**config.mk**
```make
export PLATFORM = sky130hd
export DESIGN_NAME = if_pc_fetch
export DESIGN_NICKNAME = d
export VERILOG_FILES = /design/src/rtl/if_pc_fetch_pkg.sv /design/src/rtl/if_next_pc_sel.sv /design/src/rtl/if_pc_fetch.sv
export SDC_FILE = /design/constraint.sdc
export NUM_CORES = 1
export LEC_CHECK = 0
export BUFFER_PORTS_ARGS = -buffer_cell sky130_fd_sc_hd__buf_2
export CAP_MARGIN = 10
export CORE_ASPECT_RATIO = 0.9
export CORE_MARGIN = 5
export CORE_UTILIZATION = 50
export CTS_BUF_LIST = sky130_fd_sc_hd__clkbuf_4 sky130_fd_sc_hd__clkbuf_8
export DETAILED_ROUTE_END_ITERATION = 8
export PLACE_DENSITY_LB_ADDON = 0.25
export SYNTH_ARGS = -nofsm -noshare
export SYNTH_HDL_FRONTEND = slang
export SYNTH_HIERARCHICAL = 1
export SYNTH_SLANG_ARGS = --single-unit
```
**constraint.sdc**
```tcl
create_clock -name clk -period 5.8 [get_ports clk]
set_clock_uncertainty 0.15 [all_clocks]
set_input_delay 1.16 -clock clk [delete_from_list [all_inputs] [get_ports clk]]
set_output_delay 1.16 -clock clk [all_outputs]
set_load 0.03 [all_outputs]
```
**src/rtl/if_pc_fetch_pkg.sv**
```systemverilog
// Shared CPU constants for the fetch stage: reset/exception vectors,
// instruction memory window and the nop encoding.
package if_pc_fetch_pkg;

  localparam int unsigned XLEN = 32;

  localparam logic [XLEN-1:0] RESET_PC   = 32'h0000_3000;
  localparam logic [XLEN-1:0] EXC_VECTOR = 32'h0000_4180;
  localparam logic [XLEN-1:0] IMEM_BASE  = 32'h0000_3000;
  localparam logic [XLEN-1:0] IMEM_TOP   = 32'h0000_4FFC;
  localparam logic [XLEN-1:0] NOP_INSTR  = 32'h0000_0000;
  localparam logic [XLEN-1:0] PC_STEP    = 32'd4;

  // Next-PC source, listed from highest to lowest priority.
  typedef enum logic [2:0] {
    SEL_EXC,
    SEL_ERET,
    SEL_HOLD,
    SEL_REDIRECT,
    SEL_SEQ
  } pc_sel_e;

  // Fetch address is misaligned or outside the instruction memory window.
  function automatic logic fetch_addr_bad(input logic [XLEN-1:0] addr);
    return (addr[1:0] != 2'b00) || (addr < IMEM_BASE) || (addr > IMEM_TOP);
  endfunction

endpackage

```
**src/rtl/if_next_pc_sel.sv**
```systemverilog
// Combinational next-PC priority mux and sequential +4 adder (wraps mod 2^32).
module if_next_pc_sel
  import if_pc_fetch_pkg::*;
(
  input  logic [XLEN-1:0] pc,
  input  logic            stall,
  input  logic            redirect_en,
  input  logic [XLEN-1:0] redirect_pc,
  input  logic            exc_en,
  input  logic            eret_en,
  input  logic [XLEN-1:0] epc,
  output logic [XLEN-1:0] next_pc_c
);

  pc_sel_e         sel;
  logic [XLEN-1:0] pc_plus4;

  // Resolve which source feeds the PC; redirect is ignored while stalled.
  always_comb begin
    sel = SEL_SEQ;
    if (exc_en)           sel = SEL_EXC;
    else if (eret_en)     sel = SEL_ERET;
    else if (stall)       sel = SEL_HOLD;
    else if (redirect_en) sel = SEL_REDIRECT;
  end

  // Select the next PC from the chosen source.
  always_comb begin
    pc_plus4  = XLEN'(pc + PC_STEP);
    next_pc_c = pc_plus4;
    case (sel)
      SEL_EXC:      next_pc_c = EXC_VECTOR;
      SEL_ERET:     next_pc_c = epc;
      SEL_HOLD:     next_pc_c = pc;
      SEL_REDIRECT: next_pc_c = redirect_pc;
      default:      next_pc_c = pc_plus4;
    endcase
  end

endmodule

```
**src/rtl/if_pc_fetch.sv**
```systemverilog
// Fetch-stage PC generator in front of a one-cycle-latency instruction memory.
// Optional fetch address checking is enabled with IF_FETCH_ADDR_CHECK_EN.
module if_pc_fetch
  import if_pc_fetch_pkg::*;
(
  input  logic            clk,
  input  logic            reset,
  input  logic            stall,
  input  logic            redirect_en,
  input  logic [XLEN-1:0] redirect_pc,
  input  logic            exc_en,
  input  logic            eret_en,
  input  logic [XLEN-1:0] epc,
  output logic [XLEN-1:0] imem_addr,
  input  logic [XLEN-1:0] imem_rdata,
  output logic [XLEN-1:0] fetch_pc,
  output logic [XLEN-1:0] fetch_instr,
  output logic            fetch_valid,
  output logic            fetch_adel
);

  logic [XLEN-1:0] pc_q;
  logic [XLEN-1:0] pc_d1;
  logic            valid_q;
  logic [XLEN-1:0] next_pc;
  logic            squash;
  logic            adel_c;

  if_next_pc_sel u_next_pc_sel (
    .pc          (pc_q),
    .stall       (stall),
    .redirect_en (redirect_en),
    .redirect_pc (redirect_pc),
    .exc_en      (exc_en),
    .eret_en     (eret_en),
    .epc         (epc),
    .next_pc_c   (next_pc)
  );

  // Exception entry or return kills the read already in flight, even when stalled.
  assign squash = exc_en | eret_en;

  // PC, in-flight PC and in-flight validity; stall freezes the pipeline view.
  always_ff @(posedge clk) begin
    if (!reset) begin
      pc_q    <= RESET_PC;
      pc_d1   <= RESET_PC;
      valid_q <= 1'b0;
    end else begin
      pc_q <= next_pc;
      if (!stall) pc_d1 <= pc_q;
      if (squash)      valid_q <= 1'b0;
      else if (!stall) valid_q <= 1'b1;
    end
  end

  assign imem_addr = pc_q;

`ifdef IF_FETCH_ADDR_CHECK_EN
  // Flag a bad fetch address; the slot stays valid so the fault reaches the exception logic.
  always_comb begin
    adel_c = valid_q & fetch_addr_bad(pc_d1);
  end
`else
  // Address checking disabled.
  always_comb begin
    adel_c = 1'b0;
  end
`endif

  // Present the aligned PC/instruction/valid triple to IF/ID.
  always_comb begin
    fetch_pc    = pc_d1;
    fetch_valid = valid_q;
    fetch_adel  = adel_c;
    fetch_instr = NOP_INSTR;
    if (valid_q && !adel_c) fetch_instr = imem_rdata;
  end

endmodule
```
==> run metrics <==
number of CTS-inserted buffers 9; IO Pins 200; Static Leakage 2.366 nW; Synth top area share 35.35%; area leader, netlist dfxtp_1; register area around 1300 um2; min-delay worst type reg2reg; postcts setup bufs 0; origin of the critical flop-to-flop path imem_addr[2]; Setup CP Type in2reg; Cell Area, Placed 4643 um2; post-synthesis register bit count 65; Worst Setup SP stall; Max Cap Viol 0; largest family of logic cells by synthesized area simple AND/OR/NAND/NOR gates; fraction of registers with async set/reset 0%; gpl congestion 0.7997; Post-Layout Inst Area 4857 um2; crit-path cells buf_2, nand2b_1, nor3_4, a221oi_1, a21oi_1, o221a_2, and2_1; Post-DP HPWL 8.233 mm; syn nets 510; Buffers on Ports 198; total wire length 11.28 mm; area of the multi-input gates ~2200 um2; Max Clk Rate 0.2752 GHz; Syn Inst Count 407; # nets final 690; most used flip-flop cell after synthesis dfxtp_1; Post-synth top cells dfxtp_1, and2_1, mux2i_1; vias per cell 5.469; area grow syn2layout 31.95%; Worst Path Max Fanout 38; total vias in the final route ~3700; Synth Area in Simple Gates 29.40%; CTS Hold Buffers Added 0; 1st-iter DRT viols 181; Post-Syn Area per Cell between 9 and 10 um2; largest net degree at the start of global routing 66; Clock Latency Late Sink ~0.34 ns; TritonCTS Sinks 65; Post-synth EDFFs 0; final worst-path cycle share 62.66%; status finished clean; worst setup margin between 2 and 2.5 ns; post-synthesis compound-gate area fraction 16.11%; initial antenna violation count 0; count of filler cells inserted in the layout between 600 and 700; Yosys cell types 52; n_diodes 0; largest cells by area after synthesis dfxtp_1, and2_1, mux2i_1, nor2b_1, a222oi_1; first-pass GRT wire length 17.74 mm; drt wl/cell 16.50 um; Setup-failing EPs final 0; Starting Density 51.76%; layout cells sized above 1 38.92%; Mapped Area 3681 um2; Site Rows 29; Worst Path Arrival approximately 3.8 ns; DR pass1 iterations 5; worst slew pin tran about 1.2 ns; die height a little over 90 um; Pwr Total roughly 1.1 mW; Synth Area in Adders 0.3399%; htree depth 3; Die Span X 100.4 um; post-CTS sizing 0; cell with the most instances after synthesis dfxtp_1; Crit path largest cell delay 0.91 ns; hold_sp fetch_pc[12]; final setup TNS 0 ns; antenna viol nets, final 0; Core Area about 7100 um2; final core occ 68.30%; dpl ws 1.828 ns; RSZ-0062 raised after global routing false; CP max-delay cell nor3_4; min Tclk post-route between 3 and 4 ns; Max VDD drop approximately 0.00016 V; mux share of post-synthesis cell area a little under a tenth; Max-Slew Margin vs Limit 17.08%; CTS Buffer Depth 2; Post-Synth XOR/XNOR Area 4.045%; total gr overflow 0; DRC Markers 0; root buf cell clkbuf_8; Req. time, crit path about 5.9 ns; Clock transition at path regs 0.07 ns; Pwr per Cell Area between 200 and 250 nW/um2; GR Util All Layers 23.78%; Crit. End Element flop; vias in the first global route between 3000 and 4000; CTS tree yes; Warnings, synthesis 6; crit start category primary input; die area 9181 um2; Hold Vio Cnt, Final 0; fin. max-slew vios 0; sequential-to-total area share from yosys stat 35.35%
-- metrics by stage --
stage	instances	hold slack (ns)
3_3_place_gp	669	0.3045
2_1_floorplan	407	0.4977
6_report	684	0.3345
4_1_cts	684	0.3312
5_1_grt	684	0.3759
3_5_place_dp	669	0.3140
-- metal layers --
layer  vias to the layer above  GRT usage, %  part of all wire (%)
met1                      1742         33.04                    44
met5                         -             0                     0
met2                       160         36.04                    46
met3                        11         6.590                   9.2
met4                         0         6.734                  0.89
li1                       1828             -                     -
-- cells by family (layout without fill, tap and decap cells) --
kind of cell	count (synthesis)	after routing
simple gates	172	172
compound gates	81	81
flops	65	65
mux	35	35
buf+inv	35	219
xor+xnor	17	17
fa+ha+maj	1	1
other cells	1	1
-- area by class of cell --
cell class / count / area share [%]
multi-input combinational: 307 / 45.39
sequential: 65 / 26.79
timing repair buffer: 200 / 20.71
clock buffer: 13 / 3.684
tap: 93 / 2.396
clock inverter: 2 / 0.7213
inverter: 4 / 0.3091
-- placed cells by master, fill, tap and decap left out, types with 2 or more instances in the layout --
cell type,netlist,layout
buf_2,8,198
dfxtp_1,65,65
and2_1,62,62
mux2i_1,35,35
nor2b_1,32,31
nor2_1,21,21
a21oi_1,19,19
o21ai_0,16,16
a222oi_1,14,14
clkbuf_8,0,13
nand3_1,13,13
xor2_1,12,12
nand4_1,9,9
nand2_1,7,7
a221o_1,7,7
xnor2_1,5,5
inv_1,4,4
a221oi_1,4,4
nor3_1,5,4
nand2b_1,3,3
nor4_4,3,3
and3_1,3,3
a32oi_1,3,3
o21a_1,3,3
a211oi_1,3,3
and4_1,2,2
or3_2,2,2
o32ai_1,2,2
nor4_1,2,2
a22oi_1,2,2
o211ai_1,2,2
buf_4,2,2
-- critical path, delay by kind of cell --
kind                   cells  cell delay [ns]
AOI/OAI and AO/OA          3             0.71
and+or+nand+nor            3             1.44
buffers and inverters      1             0.44
-- worst paths after layout --
check	to	slack [ns]	cells after the start
setup reg to reg	imem_addr[24]	3.52	7
hold reg to reg	fetch_pc[12]	0.33	2
hold / removal	fetch_pc[12]	0.33	2
setup / recovery	imem_addr[5]	2.17	7
-- sequential cells by signal, indices dropped and copies added, names as in the netlist --
register,count
imem_addr,32
fetch_pc,32
fetch_valid,1
-- report_power, final --
group / switching [mW] / internal (mW)
Sequential: 0.0230 / 0.463
Clock: 0.168 / 0.242
Combinational: 0.111 / 0.0808
Total: 0.301 / 0.786
No activity file was read; power rests on OpenSTA's default activity.
